File: config.mk
export PLATFORM = sky130hd
export DESIGN_NAME = serial_ripple_subtractor
export DESIGN_NICKNAME = d
export VERILOG_FILES = /design/src/rtl/serial_ripple_subtractor_pkg.sv /design/src/rtl/serial_ripple_subtractor_full_sub.sv /design/src/rtl/serial_ripple_subtractor_half_sub.sv /design/src/rtl/serial_ripple_subtractor.sv
export SDC_FILE = /design/constraint.sdc
export NUM_CORES = 1
export LEC_CHECK = 0
export CAP_MARGIN = 20
export CORE_MARGIN = 2
export CORE_UTILIZATION = 47
export DETAILED_ROUTE_END_ITERATION = 10
export GPL_TIMING_DRIVEN = 0
export PLACE_DENSITY = 0.83
export REMOVE_ABC_BUFFERS = 1
export SYNTH_ARGS = -nofsm -noshare
export SYNTH_HDL_FRONTEND = slang
export SYNTH_SLANG_ARGS = --single-unit
File: constraint.sdc
create_clock -name clk -period 1.6 [get_ports clk]
set_input_delay 0.32 -clock clk [delete_from_list [all_inputs] [get_ports clk]]
set_output_delay 0.32 -clock clk [all_outputs]
set_load 0.02 [all_outputs]
File: src/rtl/serial_ripple_subtractor_pkg.sv
// Shared definitions for the bit-serial ripple subtractor.
//   sub_state_e : FSM state encoding (IDLE=0, RUN=1, DONE=2)
//   cnt_width() : bit-counter width for a given operand width
package serial_ripple_subtractor_pkg;

    typedef enum logic [1:0] {
        StIdle = 2'd0,
        StRun  = 2'd1,
        StDone = 2'd2
    } sub_state_e;

    // Counter must hold 0..width-1; never narrower than one bit.
    function automatic int unsigned cnt_width(input int unsigned width);
        return (width <= 2) ? 1 : $clog2(width);
    endfunction

endpackage

File: src/rtl/serial_ripple_subtractor_full_sub.sv
// Combinational full subtractor cell: two half subtractors plus an OR.
//   x_i, y_i : operand bits (x - y - bin)
//   bin_i    : borrow in
//   d_o      : difference bit, x ^ y ^ bin
//   bout_o   : borrow out, (~x & y) | (~(x ^ y) & bin)
module serial_ripple_subtractor_full_sub (
    input  logic x_i,
    input  logic y_i,
    input  logic bin_i,
    output logic d_o,
    output logic bout_o
);

    logic d1;
    logic b1;
    logic b2;

    serial_ripple_subtractor_half_sub u_hs_xy (
        .x_i (x_i),
        .y_i (y_i),
        .d_o (d1),
        .b_o (b1)
    );

    serial_ripple_subtractor_half_sub u_hs_bin (
        .x_i (d1),
        .y_i (bin_i),
        .d_o (d_o),
        .b_o (b2)
    );

    assign bout_o = b1 | b2;

endmodule

File: src/rtl/serial_ripple_subtractor_half_sub.sv
// Combinational half subtractor cell.
//   x_i, y_i : operand bits (x - y)
//   d_o      : difference bit
//   b_o      : borrow out
module serial_ripple_subtractor_half_sub (
    input  logic x_i,
    input  logic y_i,
    output logic d_o,
    output logic b_o
);

    assign d_o = x_i ^ y_i;
    assign b_o = ~x_i & y_i;

endmodule

File: src/rtl/serial_ripple_subtractor.sv
// Bit-serial WIDTH-bit subtractor, diff = a - b, one bit per clock, LSB first.
//   clk, rst_n           : clock, synchronous active-low reset
//   in_valid / in_ready  : operand handshake (a, b sampled at the accept edge)
//   out_valid / out_ready: result handshake, result held until taken
//   diff                 : (a - b) mod 2^WIDTH
//   borrow               : unsigned a < b
//   ovf                  : signed two's-complement overflow
module serial_ripple_subtractor
    import serial_ripple_subtractor_pkg::*;
#(
    parameter int unsigned WIDTH = 4
) (
    input  logic             clk,
    input  logic             rst_n,
    input  logic             in_valid,
    output logic             in_ready,
    input  logic [WIDTH-1:0] a,
    input  logic [WIDTH-1:0] b,
    output logic             out_valid,
    input  logic             out_ready,
    output logic [WIDTH-1:0] diff,
    output logic             borrow,
    output logic             ovf
);

    localparam int unsigned CntW = cnt_width(WIDTH);
    localparam logic [CntW-1:0] CntLast = CntW'(WIDTH - 1);

    sub_state_e      state_q, state_d;
    logic [WIDTH-1:0] sa_q, sa_d;
    logic [WIDTH-1:0] sb_q, sb_d;
    logic [WIDTH-1:0] diff_q, diff_d;
    logic [CntW-1:0]  cnt_q, cnt_d;
    logic             bff_q, bff_d;
    logic             sa_msb_q, sa_msb_d;
    logic             sb_msb_q, sb_msb_d;

    logic fs_d;
    logic fs_bout;

    serial_ripple_subtractor_full_sub u_full_sub (
        .x_i    (sa_q[0]),
        .y_i    (sb_q[0]),
        .bin_i  (bff_q),
        .d_o    (fs_d),
        .bout_o (fs_bout)
    );

    always_comb begin
        state_d  = state_q;
        sa_d     = sa_q;
        sb_d     = sb_q;
        diff_d   = diff_q;
        cnt_d    = cnt_q;
        bff_d    = bff_q;
        sa_msb_d = sa_msb_q;
        sb_msb_d = sb_msb_q;
        case (state_q)
            StIdle: begin
                if (in_valid) begin
                    sa_d     = a;
                    sb_d     = b;
                    bff_d    = 1'b0;
                    cnt_d    = '0;
                    sa_msb_d = a[WIDTH-1];
                    sb_msb_d = b[WIDTH-1];
                    state_d  = StRun;
                end
            end
            StRun: begin
                // Result fills from the MSB end so that after WIDTH shifts bit 0 is the LSB.
                diff_d = {fs_d, diff_q[WIDTH-1:1]};
                bff_d  = fs_bout;
                sa_d   = sa_q >> 1;
                sb_d   = sb_q >> 1;
                cnt_d  = cnt_q + 1'b1;
                if (cnt_q == CntLast) begin
                    state_d = StDone;
                end
            end
            StDone: begin
                if (out_ready) begin
                    state_d = StIdle;
                end
            end
            default: state_d = StIdle;
        endcase
    end

    always_ff @(posedge clk) begin
        if (!rst_n) begin
            state_q  <= StIdle;
            sa_q     <= '0;
            sb_q     <= '0;
            diff_q   <= '0;
            cnt_q    <= '0;
            bff_q    <= 1'b0;
            sa_msb_q <= 1'b0;
            sb_msb_q <= 1'b0;
        end else begin
            state_q  <= state_d;
            sa_q     <= sa_d;
            sb_q     <= sb_d;
            diff_q   <= diff_d;
            cnt_q    <= cnt_d;
            bff_q    <= bff_d;
            sa_msb_q <= sa_msb_d;
            sb_msb_q <= sb_msb_d;
        end
    end

    assign in_ready  = (state_q == StIdle);
    assign out_valid = (state_q == StDone);
    assign diff      = diff_q;
    // Flags are only meaningful once the last bit has been processed.
    assign borrow    = out_valid & bff_q;
    assign ovf       = out_valid & (sa_msb_q != sb_msb_q) & (diff_q[WIDTH-1] != sa_msb_q);

endmodule
# After elaboration in Yosys (flattened, before gate mapping)
# Cells that the tools add are included.
[totals] output_inout_bits=8 latchBits=0 wordCells=44 inputBits=12 ram_bits=0 reg_bits=19 mem_count=0 rom_bits=0
[classes] div=0 n_shift=0 n_bitwise=10 n_addsub=1 n_reduce_logical=5 n_eq_ne=8 n_lt_le_gt_ge=0 mul=0 mux=12
[op_table] operator="case mux 4 bit (2 select lines)" count=2
[op_table] operator="2-to-1 mux 2 bit" count=4
[op_table] operator="2-to-1 mux 4 bit" count=2
[op_table] operator="case mux 2 bit (3 select lines)" count=1
[op_table] operator="bitwise AND 1 bit" count=5
[op_table] operator="== test 2 bit (second input constant)" count=2
[op_table] operator="!= test 2 bit (second input constant)" count=2
[op_table] operator="case mux 2 bit (2 select lines)" count=1
[op_table] operator="AND reduction 2 bit" count=2
[op_table] operator="AND reduction 3 bit" count=1
[op_table] operator="adder 2 x 1 -> 2 bit (second input constant)" count=1
[op_table] operator="== test 2 x 1 -> 1 bit (second input constant)" count=1
[op_table] operator="logical NOT 2 bit" count=1
[op_table] operator="!= test 1 bit" count=2
[op_table] operator="!= test 2 x 1 -> 1 bit (second input constant)" count=1
[op_table] operator="inverter 1 bit" count=2
[op_table] operator="case mux 1 bit (2 select lines)" count=1
[op_table] operator="nonzero test 2 bit" count=1
[op_table] operator="XOR 1 bit" count=2
[op_table] operator="2-to-1 mux 1 bit" count=1
[op_table] operator="OR 1 bit" count=1

# Longest topological paths before layout
[depth] ltp_word=5 depth_mapped=4 depth_no_buf=4

# Modules after synthesis
# A second synthesis with hierarchy kept.
[unflattened] hier_cells=92 area_unflattened_um2=870.8
[modules_own_cells] mod="serial_ripple_subtractor" seq_area_each_um2=380.4 cells_each=85 instances=1 area_each_um2=824.5
[modules_own_cells] mod="serial_ripple_subtractor_half_sub" seq_area_each_um2=0.0 cells_each=3 instances=2 area_each_um2=20.0
[modules_own_cells] mod="serial_ripple_subtractor_full_sub" seq_area_each_um2=0.0 cells_each=1 instances=1 area_each_um2=6.3

# Worst setup path after synthesis
# Ideal clock, no wire load.
[synth_timing] path_kind="flip-flop to output port" from="reg state_q[0]" to="out ovf" setup_slack_ps=255 arrival_ps=1025 path_buffers=1 stages_incl_launch_ff=4 required_ps=1280 path_cell_list="dfxtp_1 buf_4 nand2b_1 a21oi_1"
[synth_via] elab_chain_len=3
[synth_lines] element="start, declared" line_no="serial_ripple_subtractor.sv:29" source="sub_state_e state_q, state_d;"
[synth_lines] element="start signal, assigned" line_no="serial_ripple_subtractor.sv:92" source="state_q <= StIdle;"
[synth_lines] element="start signal, assigned" line_no="serial_ripple_subtractor.sv:101" source="state_q <= state_d;"
[synth_lines] element="== test 2 bit" line_no="serial_ripple_subtractor.sv:113" source="assign out_valid = (state_q == StDone);"
[synth_lines] element="bitwise AND 1 bit (2 in a row)" line_no="serial_ripple_subtractor.sv:117" source="assign ovf = out_valid & (sa_msb_q != sb_msb_q) & (diff_q[WIDTH-1] != sa_msb_q);"
[synth_lines] element="end, declared" line_no="serial_ripple_subtractor.sv:23" source="output logic ovf"
# Every way passes these cells.

# Worst setup path in the final report
[layout_timing] from="reg diff_q[0], in the netlist diff[0]" to="out diff[0]"
[layout_lines] element="start, declared" line_no="serial_ripple_subtractor.sv:32" source="logic [WIDTH-1:0] diff_q, diff_d;"
[layout_lines] element="start signal, assigned" line_no="serial_ripple_subtractor.sv:104" source="diff_q <= diff_d;"
[layout_lines] element="end, declared" line_no="serial_ripple_subtractor.sv:21" source="output logic [WIDTH-1:0] diff,"
# No word-level cell between the ends.

==> summary.json <==
{
  "status": {
    "outcome": "complete, no violations"
  },
  "min_path": {
    "hold_path_class": "reg -> reg",
    "min_delay_path_depth": 2,
    "hold_path_end": "cnt_q[1]",
    "hp_start": "cnt_q[1]"
  },
  "critical_path": {
    "timing.critical_path.buf_inv": 1,
    "worst_ep_arrival_time_ns": 1.25,
    "start_kind": "flip-flop",
    "reg2reg_setup_slack_ns": 0.28,
    "crit_chain": "clkdlybuf4s50_1",
    "critical_path_peak_fanout": 2,
    "timing_worst_setup_path_type": "reg -> out",
    "crit_path_top_delay_cell": "sky130_fd_sc_hd__clkdlybuf4s50_1",
    "timing.critical_path.slowest_cell_delay_ns": 0.61,
    "cp-end-kind": "output pin",
    "r2r_start": "state_q[1]",
    "timing.critical_path.max_delay_family": "buffers and inverters",
    "critPathRequiredTime_ns": 1.28,
    "timing.reg2reg.worst_path_depth": 4,
    "r2r_end": "diff[1]"
  },
  "synthesis": {
    "synth.yosys.seq_area_share_pct": 44.31,
    "yosys.area.top_type_share_pct": 44.31,
    "synthesis.instances": 91,
    "async_reset_ff_share_pct": 0,
    "ys_top_cells_by_area": "sky130_fd_sc_hd__dfxtp_1, sky130_fd_sc_hd__mux2i_1, sky130_fd_sc_hd__o21ai_1",
    "synth-main-ff-cell": "sky130_fd_sc_hd__dfxtp_1",
    "avgSynthCellArea_um2": 9.432,
    "synth_top_area_cell": "sky130_fd_sc_hd__dfxtp_1",
    "ys.warnings.count": 0,
    "synth_seq_cells": 19,
    "synth.lib_cells_used.distinct": 27,
    "synth_area_um2": 858.3,
    "synth-edff-count": 0
  },
  "global_route": {
    "use_met3_pct": 2.308,
    "grt_use_met1_pct": 20.71,
    "grt_first_pass_wirelength_um": 2856,
    "grtUsageMet2_pct": 33.33,
    "grt_overflow": 0,
    "initial_antenna_violation_count": 0,
    "layer_with_the_highest_usage_after_global_routing": "met2",
    "grt_start_max_net_pins": 24,
    "global_route_usage_sum_pct": 18.73,
    "number_of_global_route_vias_before_repair": 724
  },
  "floorplan": {
    "floorplan.io_pins": 20,
    "die_height_um": 46.74,
    "initial_core_util_pct": 49.71,
    "die-width_um": 46.74,
    "num_rows": 15,
    "dieArea_um2": 2184,
    "core_um2": 1727
  },
  "clock_tree": {
    "clock_pin_slew_worst_setup_and_hold_paths_ns": 0.11,
    "numClockSinks": 19,
    "cts_tree": "done",
    "clockBufferDepth": 2,
    "cts_made_buffers": 3,
    "clkLatencyLatePin_ns": 0.29,
    "clk_root_buffer_cell": "sky130_fd_sc_hd__clkbuf_4",
    "ctsHtreeMaxLevel": 1
  },
  "route": {
    "drt-wirelength-per-cell_um": 12.68,
    "route.final.wire_length_um": 1762,
    "final_antenna_net_count": 0,
    "via_count": 723,
    "drt-initial-drc-count": 15,
    "firstDrtPassIters": 3,
    "vias_per_cell": 5.201,
    "drc_errors": 0
  },
  "sta": {
    "final_worst_path_period_share_pct": 97.89,
    "final-max-slew-violation-count": 0,
    "timing.max_slew.rel_slack_pct": 54.24,
    "worst-slew-pin-transition_ns": 0.6864,
    "period_needed_ns": 1.566,
    "fin_skew_ns": 0.003969,
    "maxClockFrequency_mhz": 638.4,
    "timing.final.hold_violations": 0,
    "setup_viol_count_final": 0,
    "slack_of_the_critical_path_ns": 0.03370,
    "grt_setup_unrepaired": "false",
    "holdWs_ns": 0.4658
  },
  "power": {
    "vdd_drop_max_mv": 0.3728,
    "power_density_nw_per_um2": 802.1,
    "static-leakage-power_nw": 0.4844
  },
  "finish": {
    "nNetsFinal": 129,
    "ff_latch_area_um2": 387.9,
    "area_growth_syn_to_layout_pct": 30.90,
    "multi_input_comb_area_um2": 451.7,
    "nFillCells": 156,
    "drive_above_1_share_pct": 16.67,
    "n_antenna_cell": 0
  },
  "place": {
    "placement.io_buffers": 19,
    "finalWeightedCongestion": 0.7729,
    "detailedPlace.worstSlack_ns": -0.3793,
    "detailedPlacementHpwl_um": 1214
  },
  "flow_run": {
    "reported_max_cap_violation_count": 0
  }
}
## logic make-up after synthesis
| group | after synthesis | share of synthesized area, % |
|---|---|---|
| AND/OR/NAND/NOR | 28 | 18.07 |
| AO/OA/AOI/OAI | 24 | 17.93 |
| flip-flops | 19 | 44.31 |
| multiplexers | 10 | 11.66 |
| buffers and inverters | 8 | 4.228 |
| adder cells (fa/ha/maj) | 2 | 3.790 |
## cell usage after synthesis (3+ instances only)
master and n:
sky130_fd_sc_hd__mux2i_1 10, sky130_fd_sc_hd__o211ai_1 6, sky130_fd_sc_hd__o21ai_1 9, sky130_fd_sc_hd__nor2b_1 4, sky130_fd_sc_hd__nand2_1 9, sky130_fd_sc_hd__a21boi_1 4, sky130_fd_sc_hd__dfxtp_1 19, sky130_fd_sc_hd__nor2_1 3
## final cells by class
cell class	count	area share [%]
multi-input cells	64	40.20
flip-flops and latches	19	34.52
inverters	3	1.002
well taps	25	2.784
repair buffers	24	19.04
clock inverters	1	0.4454
clock buffers	3	2.004
## worst max path at each step
| stage | endpoint | cells past startpoint | from | slack [ns] |
|---|---|---|---|---|
| after floorplan | diff[2] | 3 | state_q[0] | 0.09 |
| after global placement | borrow | 4 | state_q[0] | -0.34 |
| after detailed placement | sb_q[0] | 3 | rst_n | -0.38 |
| after CTS | diff[2] | 1 | diff[2] | 0.001 |
| after global routing | diff[0] | 1 | diff[0] | 0.005 |
| final | diff[0] | 1 | diff[0] | 0.03 |
## what timing repair did
action	CTS	global route
hold endpoints to repair	0	0
buffers inserted	4	1
setup endpoints to repair	19	6
hold buffers	0	0
gates resized for setup	16	6
pin swaps	0	0
## stage by stage
step           instance area [um^2]  setup TNS, ns  utilization [%]  total power, mW  cells
2_1_floorplan                 833.3              0                -           0.6016     86
3_3_place_gp                   1055         -3.351            61.09           0.6607    130
3_5_place_dp                   1055         -4.068            61.09           0.6657    130
4_1_cts                        1119              0            64.78           0.9040    138
5_1_grt                        1124              0            65.07           0.9424    139
6_report                       1124              0            65.07           0.9012    139
## state kept, by name, indices dropped and copies added (netlist names)
register / cells
diff: 4
sa_q: 4
sb_q: 4
cnt_q: 2
state_q: 2
bff_q: 1
sa_msb_q: 1
sb_msb_q: 1
## routing by layer
| metal | routed length (um) | up-vias |
|---|---|---|
| met5 | 0 | - |
| met4 | 23 | 0 |
| met3 | 49 | 2 |
| met2 | 906 | 12 |
| met1 | 783 | 341 |
| li1 | - | 368 |
## power by group
group	switching (mW)	leakage, nW	internal, mW
registers	0.0180	0.157	0.497
logic	0.0673	0.310	0.0783
clock network	0.148	0.0177	0.0930
total	0.233	0.484	0.668
## cells in the final DEF, fill, tap and decap left out, types with 2 or more instances in the layout
cell / instances
sky130_fd_sc_hd__dfxtp_4: 2
sky130_fd_sc_hd__nor3b_1: 2
sky130_fd_sc_hd__inv_1: 2
sky130_fd_sc_hd__dlymetal6s2s_1: 2
sky130_fd_sc_hd__and2_1: 2
sky130_fd_sc_hd__nand3b_1: 2
sky130_fd_sc_hd__nand2_1: 9
sky130_fd_sc_hd__nor2_1: 3
sky130_fd_sc_hd__dfxtp_1: 17
sky130_fd_sc_hd__dlygate4sd2_1: 3
sky130_fd_sc_hd__clkbuf_4: 3
sky130_fd_sc_hd__a21boi_1: 4
sky130_fd_sc_hd__o21ai_1: 9
sky130_fd_sc_hd__mux2i_1: 10
sky130_fd_sc_hd__clkdlybuf4s50_1: 11
sky130_fd_sc_hd__o21ai_0: 2
sky130_fd_sc_hd__nand3_1: 2
sky130_fd_sc_hd__nor2b_1: 3
sky130_fd_sc_hd__o211ai_1: 6
sky130_fd_sc_hd__buf_4: 5
sky130_fd_sc_hd__buf_2: 2
Note: power is estimated with default switching activity, not from simulation.
